<file path="config.mk">
export PLATFORM = sky130hd
export DESIGN_NAME = irq_sequencer_flat
export DESIGN_NICKNAME = d
export VERILOG_FILES = /design/src/rtl/intc_pkg.sv /design/src/rtl/irq_sequencer_if.sv /design/src/rtl/irq_sequencer.sv /design/src/flat_wrapper.sv
export SDC_FILE = /design/constraint.sdc
export NUM_CORES = 1
export LEC_CHECK = 0
export BUFFER_PORTS_ARGS = -buffer_cell sky130_fd_sc_hd__buf_2
export CORE_ASPECT_RATIO = 1.2
export CORE_MARGIN = 8
export CORE_UTILIZATION = 43
export CTS_CLUSTER_SIZE = 12
export DETAILED_ROUTE_END_ITERATION = 8
export PLACE_DENSITY = 0.77
export RECOVER_POWER = 100
export SLEW_MARGIN = 20
export SYNTH_ARGS = -nofsm -noshare
export SYNTH_HDL_FRONTEND = slang
export SYNTH_SLANG_ARGS = --single-unit
</file>
<file path="constraint.sdc">
create_clock -name clk -period 1.6 [get_ports clk]
set_clock_uncertainty 0.2 [all_clocks]
set_input_delay 0.32 -clock clk [delete_from_list [all_inputs] [get_ports clk]]
set_output_delay 0.32 -clock clk [all_outputs]
set_load 0.02 [all_outputs]
</file>
<file path="src/rtl/intc_pkg.sv">
// ---------------------------------------------------------------------------
// intc_pkg
// Shared definitions for the CPU-side interrupt sequencer:
//   state_e         - sequencer FSM states (IDLE, ACK, ENTER, ISR, EXIT)
//   ADDR_W_DEF      - default PC width
//   RESET_IE_DEF    - default interrupt-enable value after reset
//   HOLDOFF_DEF     - default commits required after eret before re-entry
// ---------------------------------------------------------------------------
package intc_pkg;

    typedef enum logic [2:0] {
        IDLE  = 3'd0,
        ACK   = 3'd1,
        ENTER = 3'd2,
        ISR   = 3'd3,
        EXIT  = 3'd4
    } state_e;

    localparam int   ADDR_W_DEF   = 32;
    localparam logic RESET_IE_DEF = 1'b1;
    localparam int   HOLDOFF_DEF  = 1;

endpackage

</file>
<file path="src/rtl/irq_sequencer_if.sv">
// ---------------------------------------------------------------------------
// irq_sequencer_if
// Request/acknowledge link between the interrupt controller and the CPU-side
// sequencer.
//   irq        - level request, held by the controller until serviced
//   pc_handler - handler address, meaningful while irq==1
//   iack       - one-cycle acknowledge pulse from the sequencer
// Handshake: the controller holds irq and pc_handler stable until it sees
// iack==1 for one cycle; the sequencer samples pc_handler only on the edge
// where it decides to take the interrupt, and pulses iack exactly once per
// taken interrupt, on the cycle after that decision.
// Modports:
//   master - controller side (drives irq/pc_handler, receives iack)
//   slave  - sequencer side (receives irq/pc_handler, drives iack)
// ---------------------------------------------------------------------------
interface irq_sequencer_if #(
    parameter int ADDR_W = 32
);
    logic              irq;
    logic [ADDR_W-1:0] pc_handler;
    logic              iack;

    modport master (
        output irq,
        output pc_handler,
        input  iack
    );

    modport slave (
        input  irq,
        input  pc_handler,
        output iack
    );
endinterface

</file>
<file path="src/rtl/irq_sequencer.sv">
// ---------------------------------------------------------------------------
// irq_sequencer
// Takes interrupts at instruction boundaries, saves the return PC, pulses
// iack to the controller, then redirects fetch to the handler. On eret it
// redirects fetch back to epc and restores the interrupt-enable bit.
// Ports:
//   clk, rst        - clock; synchronous active-low reset
//   ctl             - controller link (irq, pc_handler in; iack out)
//   pc_current      - PC of next instruction, valid when commit==1
//   commit          - instruction boundary; redirect accepted this cycle
//   eret            - return-from-interrupt pulse
//   ie_wr/ie_wdata  - software write of the interrupt-enable bit
//   pc_redirect     - one-cycle pulse: fetch loads pc_target
//   pc_target       - redirect address (0 when no redirect)
//   epc             - saved return PC
//   in_isr          - high from entry until the eret redirect
//   ie              - current interrupt-enable bit
//   dbg_state       - current FSM state, for observation only
// ---------------------------------------------------------------------------
module irq_sequencer
    import intc_pkg::*;
#(
    parameter int   ADDR_W   = ADDR_W_DEF,
    parameter logic RESET_IE = RESET_IE_DEF,
    parameter int   HOLDOFF  = HOLDOFF_DEF
) (
    input  logic              clk,
    input  logic              rst,
    irq_sequencer_if.slave    ctl,
    input  logic [ADDR_W-1:0] pc_current,
    input  logic              commit,
    input  logic              eret,
    input  logic              ie_wr,
    input  logic              ie_wdata,
    output logic              pc_redirect,
    output logic [ADDR_W-1:0] pc_target,
    output logic [ADDR_W-1:0] epc,
    output logic              in_isr,
    output logic              ie,
    output state_e            dbg_state
);

    state_e            state_q, state_d;
    logic [ADDR_W-1:0] epc_q, epc_d;
    logic [ADDR_W-1:0] handler_q, handler_d;
    logic              pie_q, pie_d;
    logic              ie_q, ie_d;
    logic              in_isr_q, in_isr_d;
    logic [3:0]        holdoff_q, holdoff_d;
    logic              iack_c;

    always_ff @(posedge clk) begin
        if (!rst) begin
            state_q   <= IDLE;
            epc_q     <= '0;
            handler_q <= '0;
            pie_q     <= 1'b0;
            ie_q      <= RESET_IE;
            in_isr_q  <= 1'b0;
            holdoff_q <= 4'd0;
        end else begin
            state_q   <= state_d;
            epc_q     <= epc_d;
            handler_q <= handler_d;
            pie_q     <= pie_d;
            ie_q      <= ie_d;
            in_isr_q  <= in_isr_d;
            holdoff_q <= holdoff_d;
        end
    end

    always_comb begin
        state_d     = state_q;
        epc_d       = epc_q;
        handler_d   = handler_q;
        pie_d       = pie_q;
        ie_d        = ie_q;
        in_isr_d    = in_isr_q;
        holdoff_d   = holdoff_q;
        iack_c      = 1'b0;
        pc_redirect = 1'b0;
        pc_target   = '0;

        // Holdoff counts committed instructions down to zero; EXIT reloads it.
        if (commit && (holdoff_q != 4'd0)) begin
            holdoff_d = holdoff_q - 4'd1;
        end

        unique case (state_q)
            IDLE: begin
                if (ie_wr) begin
                    ie_d = ie_wdata;
                end
                // Decision uses the registered ie so a same-cycle write
                // cannot open or close the window early.
                if (ctl.irq && ie_q && commit && (holdoff_q == 4'd0)) begin
                    epc_d     = pc_current;
                    handler_d = ctl.pc_handler;
                    pie_d     = ie_q;
                    state_d   = ACK;
                end
            end
            ACK: begin
                iack_c   = 1'b1;
                ie_d     = 1'b0;   // masking beats any software write here
                in_isr_d = 1'b1;
                state_d  = ENTER;
            end
            ENTER: begin
                pc_redirect = 1'b1;
                pc_target   = handler_q;
                if (ie_wr) begin
                    ie_d = ie_wdata;
                end
                state_d = ISR;
            end
            ISR: begin
                // Inside the handler, software writes target the value to be
                // restored on return; a same-cycle eret sees the new value.
                if (ie_wr) begin
                    pie_d = ie_wdata;
                end
                if (eret) begin
                    state_d = EXIT;
                end
            end
            EXIT: begin
                pc_redirect = 1'b1;
                pc_target   = epc_q;
                ie_d        = pie_q;
                in_isr_d    = 1'b0;
                holdoff_d   = 4'(HOLDOFF);
                state_d     = IDLE;
            end
            default: begin
                state_d = IDLE;
            end
        endcase
    end

    assign ctl.iack  = iack_c;
    assign epc       = epc_q;
    assign in_isr    = in_isr_q;
    assign ie        = ie_q;
    assign dbg_state = state_q;

endmodule

</file>
<file path="src/flat_wrapper.sv">
// flat-port wrapper written by rule: the top's interface ports become plain ports
module irq_sequencer_flat import intc_pkg::*;
#(
    parameter int   ADDR_W   = ADDR_W_DEF,
    parameter logic RESET_IE = RESET_IE_DEF,
    parameter int   HOLDOFF  = HOLDOFF_DEF
)
  (clk, rst, pc_current, commit, eret, ie_wr, ie_wdata, pc_redirect, pc_target, epc, in_isr, ie, dbg_state, ctl_irq, ctl_pc_handler, ctl_iack);
  irq_sequencer_if #(.ADDR_W(ADDR_W)) ctl_i ();
  input  logic clk;
  input  logic rst;
  input  logic [ADDR_W-1:0] pc_current;
  input  logic commit;
  input  logic eret;
  input  logic ie_wr;
  input  logic ie_wdata;
  output logic pc_redirect;
  output logic [ADDR_W-1:0] pc_target;
  output logic [ADDR_W-1:0] epc;
  output logic in_isr;
  output logic ie;
  output state_e dbg_state;
  input wire logic [$bits(ctl_i.irq)-1:0] ctl_irq;
  input wire logic [$bits(ctl_i.pc_handler)-1:0] ctl_pc_handler;
  output wire logic [$bits(ctl_i.iack)-1:0] ctl_iack;
  assign ctl_i.irq = ctl_irq;
  assign ctl_i.pc_handler = ctl_pc_handler;
  assign ctl_iack = ctl_i.iack;
  irq_sequencer #(.ADDR_W(ADDR_W), .RESET_IE(RESET_IE), .HOLDOFF(HOLDOFF)) u_core (.clk(clk), .rst(rst), .ctl(ctl_i), .pc_current(pc_current), .commit(commit), .eret(eret), .ie_wr(ie_wr), .ie_wdata(ie_wdata), .pc_redirect(pc_redirect), .pc_target(pc_target), .epc(epc), .in_isr(in_isr), .ie(ie), .dbg_state(dbg_state));
endmodule
</file>
After elaboration in Yosys (flattened, before gate mapping):

Index checks and enable logic that the tools add are counted.
W data, S select, Z words.

* flip-flop bits (word level): 74
* bits in latches: 0
* bits in writable memories: 0
* ROM bits: 0
* output and inout bits: 71
* logic and storage cells: 49
* memories: 0

* $add $sub $neg: 1
* $mul: 0
* divide/modulo/power cells: 0
* magnitude comparators: 0
* equal/unequal tests: 8
* shift operators: 0
* muxes and demuxes: 13
* bitwise logic cells: 1
* reductions and logical operators: 18

Operator list (number)
* $pmux W32 S2: 1
* $pmux W3 S4: 1
* $eq A3 B2 Y1 const B: 2
* $mux W1: 6
* $mux W3: 2
* $reduce_and A2 Y1: 3
* $reduce_bool A2 Y1: 3
* $reduce_or A2 Y1: 3
* $logic_and A1 B1 Y1: 4
* $logic_not A4 Y1: 1
* $ne A2 B1 Y1 const B: 2
* $ne A2 B2 Y1 const B: 2
* $pmux W1 S2: 2
* $reduce_bool A4 Y1: 1
* $sub A4 B1 Y4 const B: 1
* $eq A3 B1 Y1 const B: 1
* $eq A3 B3 Y1 const B: 1
* $logic_not A3 Y1: 1
* $pmux W1 S3: 1
* $reduce_and A3 Y1: 1
* $reduce_bool A3 Y1: 1
* $not A1 Y1: 1

Longest topological paths before layout:

Gate-level depths: netlist (run 1).

* word-level depth: 5
* gate-level depth with buffers: 8

Worst setup path before layout (run 1):

Ideal clock, no wire load.

* kind: flip-flop to output port
* from: register u_core.state_q[0], in the netlist u_core.dbg_state[0]
* to: output port pc_target[0]
* arrival time: 1.465 ns
* slack: -0.385 ns
* stages on the path, launching flop included: 7
* path through: dfxtp_1 buf_2 nor2_4 and2_1 clkbuf_1 buf_2 a22o_1

* cells in the longest elaborated chain, start to end: 2
* elaborated cells on any way between the ends: 3
* those cells by class: eq/ne: 2; mux: 1

RTL lines
* start, declared: RTL line irq_sequencer.sv:43 `state_e state_q, state_d;`
* start signal, assigned: RTL line irq_sequencer.sv:62 `state_q <= state_d;`
* $eq A3 B3 Y1 / $eq A3 B2 Y1 (equally long branches): RTL line irq_sequencer.sv:89 `unique case (state_q)`
* $pmux W32 S2 (*): RTL line irq_sequencer.sv:89
* end, declared: RTL line flat_wrapper.sv:18 `output logic [ADDR_W-1:0] pc_target;`

Mark *: on every way between the ends. The rest lies on a longest branch, timed or not.

Worst setup path after layout (run 1):

* from: register u_core.state_q[1], in the netlist u_core.dbg_state[1]
* to: output port pc_target[10]

Same word-level chain as after synthesis.

==> results_dict.tcl, run 1 <==
set metrics [dict create \
    outcome "finished with violations" \
    violations "setup timing" \
    die_x_um 95.2 \
    cts_sinks 74 \
    grt_start_max_net_pins 31 \
    synth_top_area_cell "dfxtp_1" \
    final_hold_viol_count 0 \
    max_freq_mhz 487 \
    drive_above_1_share 0.717 \
    wl_per_cell_um 22.1 \
    synth-seq-cells 74 \
    first_pass_iters 4 \
    initialDrtViolationCount 189 \
    synth_compound_area_frac 0.262 \
    synth_cell_types 39 \
    seq_area_mm2 0.00149 \
    post-route-util 0.864 \
    synth_top_area_share 0.458 \
    pin_count 142 \
    maxSlewViolCount 0 \
    ant_nets 0 \
    synth-simple-area-share 0.209 \
    grt_pass1_vias 3934 \
    grt_setup_unrepaired "true" \
    viasPerCell 5.54 \
    synth-edff-count 0 \
    yosysWarnings 0 \
    syn-cell-area_mm2 0.00323 \
    grt_pass1_wl_mm 20.2 \
    period_minus_slack_ns 2.05 \
    cp_max_fo 8 \
    critPathKind "flip-flop to primary output" \
    initial_core_util 0.445 \
    synthFlopType "dfxtp_1" \
    vias 3650 \
    cts_tree "built" \
    htreeDepth 3 \
    wl_met3_um 992 \
    synthTopCellsByArea "dfxtp_1 46%, nand2_1 15%, a21boi_1 9.3%" \
    fin_ws_ns -0.455 \
    place_hpwl_mm 6.95 \
    cp_data_arrival_time_ns 1.53 \
    grt_overflow 0 \
    hold_class "input pin to flip-flop" \
    maxCapViolCount 0 \
    path_clk_slew_ns 0.09 \
    worstMarginPinSlew_ns 0.416 \
    syn_inst 378 \
    drc 0 \
    syn_to_final_growth_pct 94.3 \
    clk_path_buf_depth 2 \
    cts_root_buf "clkbuf_8" \
    avgSynthCellArea_um2 8.56 \
    synthMuxAreaShare 0.00309 \
    cts_inserted_buffers 9 \
    antenna_found_initial 1 \
    met1_length_mm 5.31 \
    ys_seq_area_frac 0.458 \
    synth_top_family_by_area "compound AO/OA/AOI/OAI gates" \
    fp-row-count 34 \
    power.leakage_nw 2.82 \
    design_area_mm2 0.00628 \
    synthAdderAreaFrac 0.00387 \
    io_buffers 141 \
    cp.required_ns 1.08 \
    coreArea_mm2 0.00727 \
    fp.dieH_um 111 \
    cp-end-kind "primary output" \
    synthArstFlopShare 0 \
    maxSlewHeadroom 0.722 \
    start_kind "flip-flop" \
    fin_nets 636 \
    track_usage 0.246 \
    timing.final.crit_share 1.28 \
    finalSetupViolations 103 \
    synthXorXnorAreaFrac 0.00542 \
    dpl_cell_area_mm2 0.00443 \
    wirelength_mm 14.6 \
    multi_input_area_mm2 0.00255 \
    top_layer_used "met4" \
    worstSkewPairLatency_ns 0.33 \
    fillers 351 \
    ir_drop_mv 0.973 \
    powerDensity_mw_per_mm2 1290 \
    met2_length_mm 7.80 \
    die_area_mm2 0.0106 \
    place.gp.congestion 0.755 \
    synth_nets 450 \
]
[cells in the mapped netlist, types with 2 or more instances]
| library cell | count |
|---|---|
| buf_6 | 5 |
| buf_2 | 15 |
| buf_4 | 2 |
| nor2b_1 | 3 |
| o211ai_1 | 2 |
| inv_1 | 3 |
| a21oi_1 | 3 |
| a22o_1 | 32 |
| and2_1 | 2 |
| a21boi_1 | 40 |
| clkbuf_1 | 9 |
| dfxtp_1 | 74 |
| nor2_1 | 4 |
| o21ai_0 | 2 |
| nand2_1 | 132 |
| a21boi_0 | 25 |
| and3_1 | 2 |
| and3b_1 | 2 |
[cells by family (layout without fill, tap and decap cells)]
kind of cell,Yosys count,count (layout)
compound gates,109,109
xor+xnor,2,2
fa+ha+maj,1,1
buf+inv,34,224
flops,74,74
mux,1,1
other cells,0,1
simple gates,157,157
[final cells by class]
type | count | area share
antenna | 1 | 0.000398
clock buffer | 10 | 0.0219
clock inverter | 5 | 0.0161
inverter | 3 | 0.00179
multi-input combinational | 270 | 0.405
sequential | 74 | 0.238
tap | 90 | 0.0179
timing repair buffer | 206 | 0.299
[final timing paths]
kind / startpoint / endpoint / slack [ns] / depth (start not counted)
hold / removal: ctl_pc_handler[13] / u_core.handler_q[13] / 0.02 / 3
hold reg to reg: u_core.handler_q[28] / u_core.handler_q[28] / 0.29 / 2
setup / recovery: u_core.dbg_state[1] / pc_target[10] / -0.45 / 5
setup reg to reg: u_core.holdoff_q[0] / u_core.epc[21] / -0.33 / 9
[registers in the layout (all words and copies together) (netlist names)]
name and flops:
u_core.epc 32, u_core.dbg_state 3, u_core.ie 1, u_core.pie_q 1, u_core.holdoff_q 4, u_core.handler_q 32
u_core.in_isr 1
[per-layer routing]
metal  vias to the layer above  track usage
li1                       1672            -
met4                         0        0.115
met2                       173        0.430
met5                         -            0
met1                      1765        0.266
met3                        40       0.0583
[where the power goes]
part / internal [W] / switching (W) / total [W] / leakage (nW)
clock network: 0.00107 / 0.000706 / 0.00178 / 0.123
logic: 0.00195 / 0.00189 / 0.00384 / 2.10
registers: 0.00214 / 0.000356 / 0.00250 / 0.604
[stage by stage]
step / cells / hold WS (ns) / power (W) / setup slack (ns) / setup TNS, ns
floorplan: 378 / 0.235 / 0.00368 / -0.169 / -6.42
global placement: 600 / 0.243 / 0.00423 / -0.109 / -5.84
detailed placement: 600 / 0.250 / 0.00430 / -0.187 / -9.72
CTS: 654 / 0.0000532 / 0.00754 / -0.442 / -26.39
global route: 659 / 0.0140 / 0.00843 / -0.501 / -35.06
finish: 659 / 0.0232 / 0.00811 / -0.455 / -29.15
[critical path, cell delays in order (launching register included)]
cell,delay [ns]
dfxtp_4,0.38
nor2_4,0.04
and2_4,0.21
buf_4,0.17
a22o_4,0.25
buf_4,0.15
[layout by cell type, fill, tap and decap left out, types with 2 or more instances in the layout]
cell type,netlist,routed
buf_12,0,12
buf_4,2,21
nor2b_1,3,3
nor2_1,4,3
inv_2,0,3
o211ai_1,2,2
clkbuf_8,0,10
nand2_2,0,46
nand2_1,132,35
buf_16,0,11
a22o_1,32,2
a21boi_1,40,26
buf_2,15,104
and3_1,2,2
dfxtp_2,0,3
a21oi_2,0,2
dlygate4sd3_1,0,4
buf_6,5,51
nand2_4,0,51
and3b_1,2,2
a22o_4,0,30
a21boi_2,0,39
dfxtp_1,74,69
dfxtp_4,0,2
bufinv_16,0,3
nor3_4,0,2
[timing repair]
action                                  4_1_cts  5_1_grt
endpoints found under the setup margin      100      105
gates resized for setup                     209      141
cloned                                       15        1
hold buffers                                  3        1
buffers inserted                             21       12
endpoints found under the hold margin         3        1
pin swaps                                   117       51
(Power assumes the default switching activity.)
==> inputs of run 2 (changes only) <==
CORE_UTILIZATION = 41   (was 43)
PLACE_DENSITY = 0.74   (was 0.77)
SETUP_SLACK_MARGIN = 0.1   (was not set)
==> results_dict.tcl, run 2 (synthesis results as in run 1) <==
set metrics [dict create \
    cts_root_buf "clkbuf_8" \
    timing.final.crit_share 1.32 \
    cp_top_family "simple AND/OR/NAND/NOR gates" \
    maxCapViolCount 0 \
    coreArea_mm2 0.00766 \
    path_cells "nor2_4, and2_4, clkbuf_16, a22o_4, buf_6" \
    grt_pass1_wl_mm 21.1 \
    finalSetupViolations 102 \
    path_depth 5 \
    fin_nets 666 \
    r2r_cells 8 \
    antenna_found_initial 1 \
    max_freq_mhz 472 \
    final_common_cell "buf_2" \
    cts_inserted_buffers 9 \
    maxSlewViolCount 0 \
    die_x_um 97.1 \
    outcome "finished with violations" \
    worstSkewPairLatency_ns 0.35 \
    powerDensity_mw_per_mm2 1250 \
    grt_start_max_net_pins 35 \
    syn_to_final_growth_pct 109 \
    viasPerCell 5.79 \
    fin_ws_ns -0.516 \
    start_kind "flip-flop" \
    worst-path-buf-inv 2 \
    io_buffers 141 \
    drc 0 \
    grt_setup_unrepaired "true" \
    critPathKind "flip-flop to primary output" \
    critPathMaxStageDelay_ns 0.38 \
    track_usage 0.238 \
    violations "setup timing" \
    initial_core_util 0.422 \
    final_hold_viol_count 0 \
    ant_nets 0 \
    whs_ns 0.00964 \
    drive_above_1_share 0.711 \
    cp.required_ns 1.08 \
    worstMarginPinSlew_ns 0.227 \
    path_clk_slew_ns 0.09 \
    cp_max_fo 7 \
    grt_overflow 0 \
    holdPathStages 3 \
    fp-row-count 35 \
    ir_drop_mv 1.10 \
    fp.dieH_um 113 \
    die_area_mm2 0.0110 \
    pin_count 142 \
    final_cell_mix "101 x buf_2, 55 x dfxtp_1, 54 x buf_6" \
    vias 4012 \
    place.gp.congestion 0.805 \
    wirelength_mm 16.8 \
    cp-end-kind "primary output" \
    cts_tree "built" \
    clk_path_buf_depth 2 \
    first_pass_iters 4 \
    power.leakage_nw 3.12 \
    cp_data_arrival_time_ns 1.60 \
    cts_sinks 74 \
    dpl_cell_area_mm2 0.00447 \
    place_hpwl_mm 7.22 \
    htreeDepth 3 \
    cpMaxStageDelayCell "dfxtp_4" \
    maxSlewHeadroom 0.846 \
    design_area_mm2 0.00675 \
    grt_pass1_vias 4111 \
    fillers 321 \
    hold_class "input pin to flip-flop" \
    initialDrtViolationCount 229 \
    wl_per_cell_um 24.3 \
    period_minus_slack_ns 2.12 \
]
## run 2: cell count changes in the layout (fill, tap and decap cells not counted), sizes merged
cell         previous run  this run
diode                   1         2
buf                   200       203
inv                     4         3
clkbuf                 12        18
dlygate4sd3             4        27
## run 2: final cells by class
| class | count | area [um^2] | area share |
|---|---|---|---|
| timing repair buffer | 236 | 2310 | 0.343 |
| clock inverter | 4 | 98.8 | 0.0146 |
| antenna | 2 | 5.00 | 0.000741 |
| sequential | 74 | 1510 | 0.224 |
| tap | 92 | 115 | 0.0170 |
| inverter | 3 | 13.8 | 0.00204 |
| multi-input combinational | 270 | 2550 | 0.377 |
| clock buffer | 12 | 145 | 0.0215 |
## run 2: timing repair
item / CTS / global route
hold buffers: 27 / 0
gates cloned: 16 / 5
hold endpoints to repair: 27 / 0
buffers inserted: 25 / 10
gates resized for setup: 177 / 175
pin swaps: 64 / 110
setup endpoints to repair: 106 / 122
## run 2: final timing paths
path | start | to | slack, ns
worst min register to register | u_core.epc[19] | u_core.epc[19] | 0.28
worst max-delay path | u_core.dbg_state[1] | pc_target[19] | -0.52
worst max register to register | u_core.dbg_state[1] | u_core.epc[22] | -0.37
worst min-delay path | ctl_pc_handler[27] | u_core.handler_q[27] | 0.01
## run 2: where the power goes
| part | total [W] | internal, W | leakage, nW | switching [W] |
|---|---|---|---|---|
| clock network | 0.00182 | 0.00108 | 0.121 | 0.000738 |
| logic | 0.00408 | 0.00208 | 2.39 | 0.00200 |
| registers | 0.00251 | 0.00215 | 0.610 | 0.000361 |
| total | 0.00841 | 0.00532 | 3.12 | 0.00310 |
## run 2: stage by stage
stage / util / std cells / setup TNS (ns) / setup WS (ns) / total power (W)
after floorplan: - / 378 / -8.10 / -0.169 / 0.00372
after global placement: 0.584 / 603 / -5.68 / -0.0825 / 0.00432
after detailed placement: 0.584 / 603 / -10.01 / -0.173 / 0.00440
after CTS: 0.800 / 686 / -29.11 / -0.475 / 0.00767
after global routing: 0.881 / 692 / -38.52 / -0.548 / 0.00869
final: 0.881 / 693 / -34.61 / -0.516 / 0.00841
## run 2: tightest hold or removal path: stages
cell      delay [ns]
buf_2           0.11
nand2_4         0.06
a21boi_2        0.04
## run 2: per-layer routing
metal  up-vias  GRT usage  wire [um]
li1       1734          -          -
met1      1956      0.248       6050
met2       242      0.431       8720
met3        80     0.0622       1130
met4         0      0.116        934
met5         -          0          0
==> inputs of run 3 (changes only) <==
==> constraint.sdc (replaced) <==
create_clock -name clk -period 1.6 [get_ports clk]
set_clock_uncertainty 0.2 [all_clocks]
set_input_delay 0.16 -clock clk [delete_from_list [all_inputs] [get_ports clk]]
set_output_delay 0.16 -clock clk [all_outputs]
set_load 0.02 [all_outputs]
==> results_dict.tcl, run 3 (synthesis results as in run 1) <==
set metrics [dict create \
    outcome "finished with violations" \
    violations "setup timing" \
    cp_data_arrival_time_ns 2.06 \
    maxSlewViolCount 0 \
    htreeDepth 3 \
    grt_pass1_wl_mm 21.7 \
    dp.cells 602 \
    coreArea_mm2 0.00766 \
    drc 0 \
    cts_inserted_buffers 9 \
    grt_pass1_vias 4180 \
    startpoint "u_core.holdoff_q[1]" \
    hold_class "input pin to flip-flop" \
    die_x_um 97.1 \
    final_cell_mix "73 x buf_2, 69 x dfxtp_1, 65 x nand2_1, 65 x dlygate4sd3_1, 48 x buf_6" \
    cts_root_buf "clkbuf_8" \
    place_hpwl_mm 6.79 \
    worstSkewPairLatency_ns 0.35 \
    whs_ns 0.0388 \
    pre_cts_ws_ns -0.232 \
    die_area_mm2 0.0110 \
    ant_nets 0 \
    hp-start "commit" \
    fin_nets 697 \
    first_pass_iters 4 \
    power.leakage_nw 2.92 \
    cp.required_ns 1.66 \
    fillers 381 \
    fp-row-count 35 \
    clk_path_buf_depth 2 \
    track_usage 0.244 \
    path_clk_slew_ns 0.08 \
    cp_max_fo 7 \
    seq_area_mm2 0.00150 \
    antenna_found_initial 0 \
    cts_sinks 74 \
    cp-end-kind "flip-flop" \
    place.gp.congestion 0.854 \
    max_freq_mhz 500 \
    maxCapViolCount 0 \
    setup_tns_ns -24.77 \
    io_buffers 141 \
    antenna_cells 0 \
    grt_setup_unrepaired "true" \
    worstMarginPinSlew_ns 0.291 \
    vias 3954 \
    final_cells 721 \
    initialDrtViolationCount 135 \
    wl_per_cell_um 21.6 \
    ir_drop_mv 1.09 \
    maxSlewHeadroom 0.800 \
    viasPerCell 5.48 \
    drive_above_1_share 0.523 \
    start_kind "flip-flop" \
    fp.dieH_um 113 \
    timing.final.crit_share 1.25 \
    finalSetupViolations 99 \
    final_hold_viol_count 0 \
    fin_ws_ns -0.400 \
    post-route-util 0.873 \
    pin_count 142 \
    powerDensity_mw_per_mm2 1200 \
    r2r-start "u_core.holdoff_q[1]" \
    final_common_cell "buf_2" \
    grt_start_max_net_pins 73 \
    syn_to_final_growth_pct 107 \
    cts_tree "built" \
    multi_input_area_mm2 0.00230 \
    critPathKind "flip-flop to flip-flop" \
    initial_core_util 0.422 \
    period_minus_slack_ns 2.00 \
    wirelength_mm 15.6 \
    grt_overflow 0 \
]
## run 3: cell types whose count changed in the layout (fill, tap and decap cells not counted), sizes merged
cell,change
buf,-41
dlygate4sd3,+38
clkbuf,+33
diode,-2
clkinv,-1
clkinvlp,+1
## run 3: critical path: stages (launching register included)
cell,delay [ns]
dfxtp_2,0.33
inv_2,0.06
ha_4,0.12
nor3b_4,0.22
and4b_2,0.30
buf_8,0.15
buf_6,0.11
buf_12,0.14
nand2_2,0.07
a21boi_1,0.21
## run 3: repair_timing
item                                    in CTS  in global routing
setup buffers                               21                  4
endpoints found under the setup margin     102                102
hold buffers                                65                  0
resized for setup                          146                106
pin swaps                                   14                 69
hold endpoints to repair                    67                  0
gates cloned                                12                  5
## run 3: metal layers
layer / global-route usage / vias to the layer above / wire (um)
met5: 0 / - / 0
li1: - / 1792 / -
met1: 0.250 / 1927 / 5340
met2: 0.445 / 183 / 8640
met3: 0.0524 / 52 / 907
met4: 0.146 / 0 / 698
## run 3: final cells by class
cell class / count / share of cell area
repair buffers: 267 / 0.376
clock inverters: 4 / 0.0146
multi-input cells: 270 / 0.344
well taps: 92 / 0.0172
flip-flops and latches: 74 / 0.224
clock buffers: 11 / 0.0228
inverters: 3 / 0.00206
## run 3: worst paths after layout
path                                             to  slack, ns  cells after the start
worst max register to register       u_core.epc[27]      -0.40                      9
worst min-delay path            u_core.holdoff_q[1]       0.04                      3
worst min register to register  u_core.handler_q[9]       0.26                      2
worst max-delay path                 u_core.epc[27]      -0.40                      9
## run 3: power by group
part,internal (W),total [W],switching (W)
sequential,0.00214,0.00244,0.000305
combinational,0.00195,0.00377,0.00182
clock,0.00112,0.00184,0.000714
total,0.00522,0.00805,0.00283
## run 3: stage by stage
stage,power (W),area (um^2)
floorplan,0.00368,3570
global placement,0.00428,4460
detailed placement,0.00434,4460
CTS,0.00747,6260
global route,0.00836,6690
finish,0.00805,6690
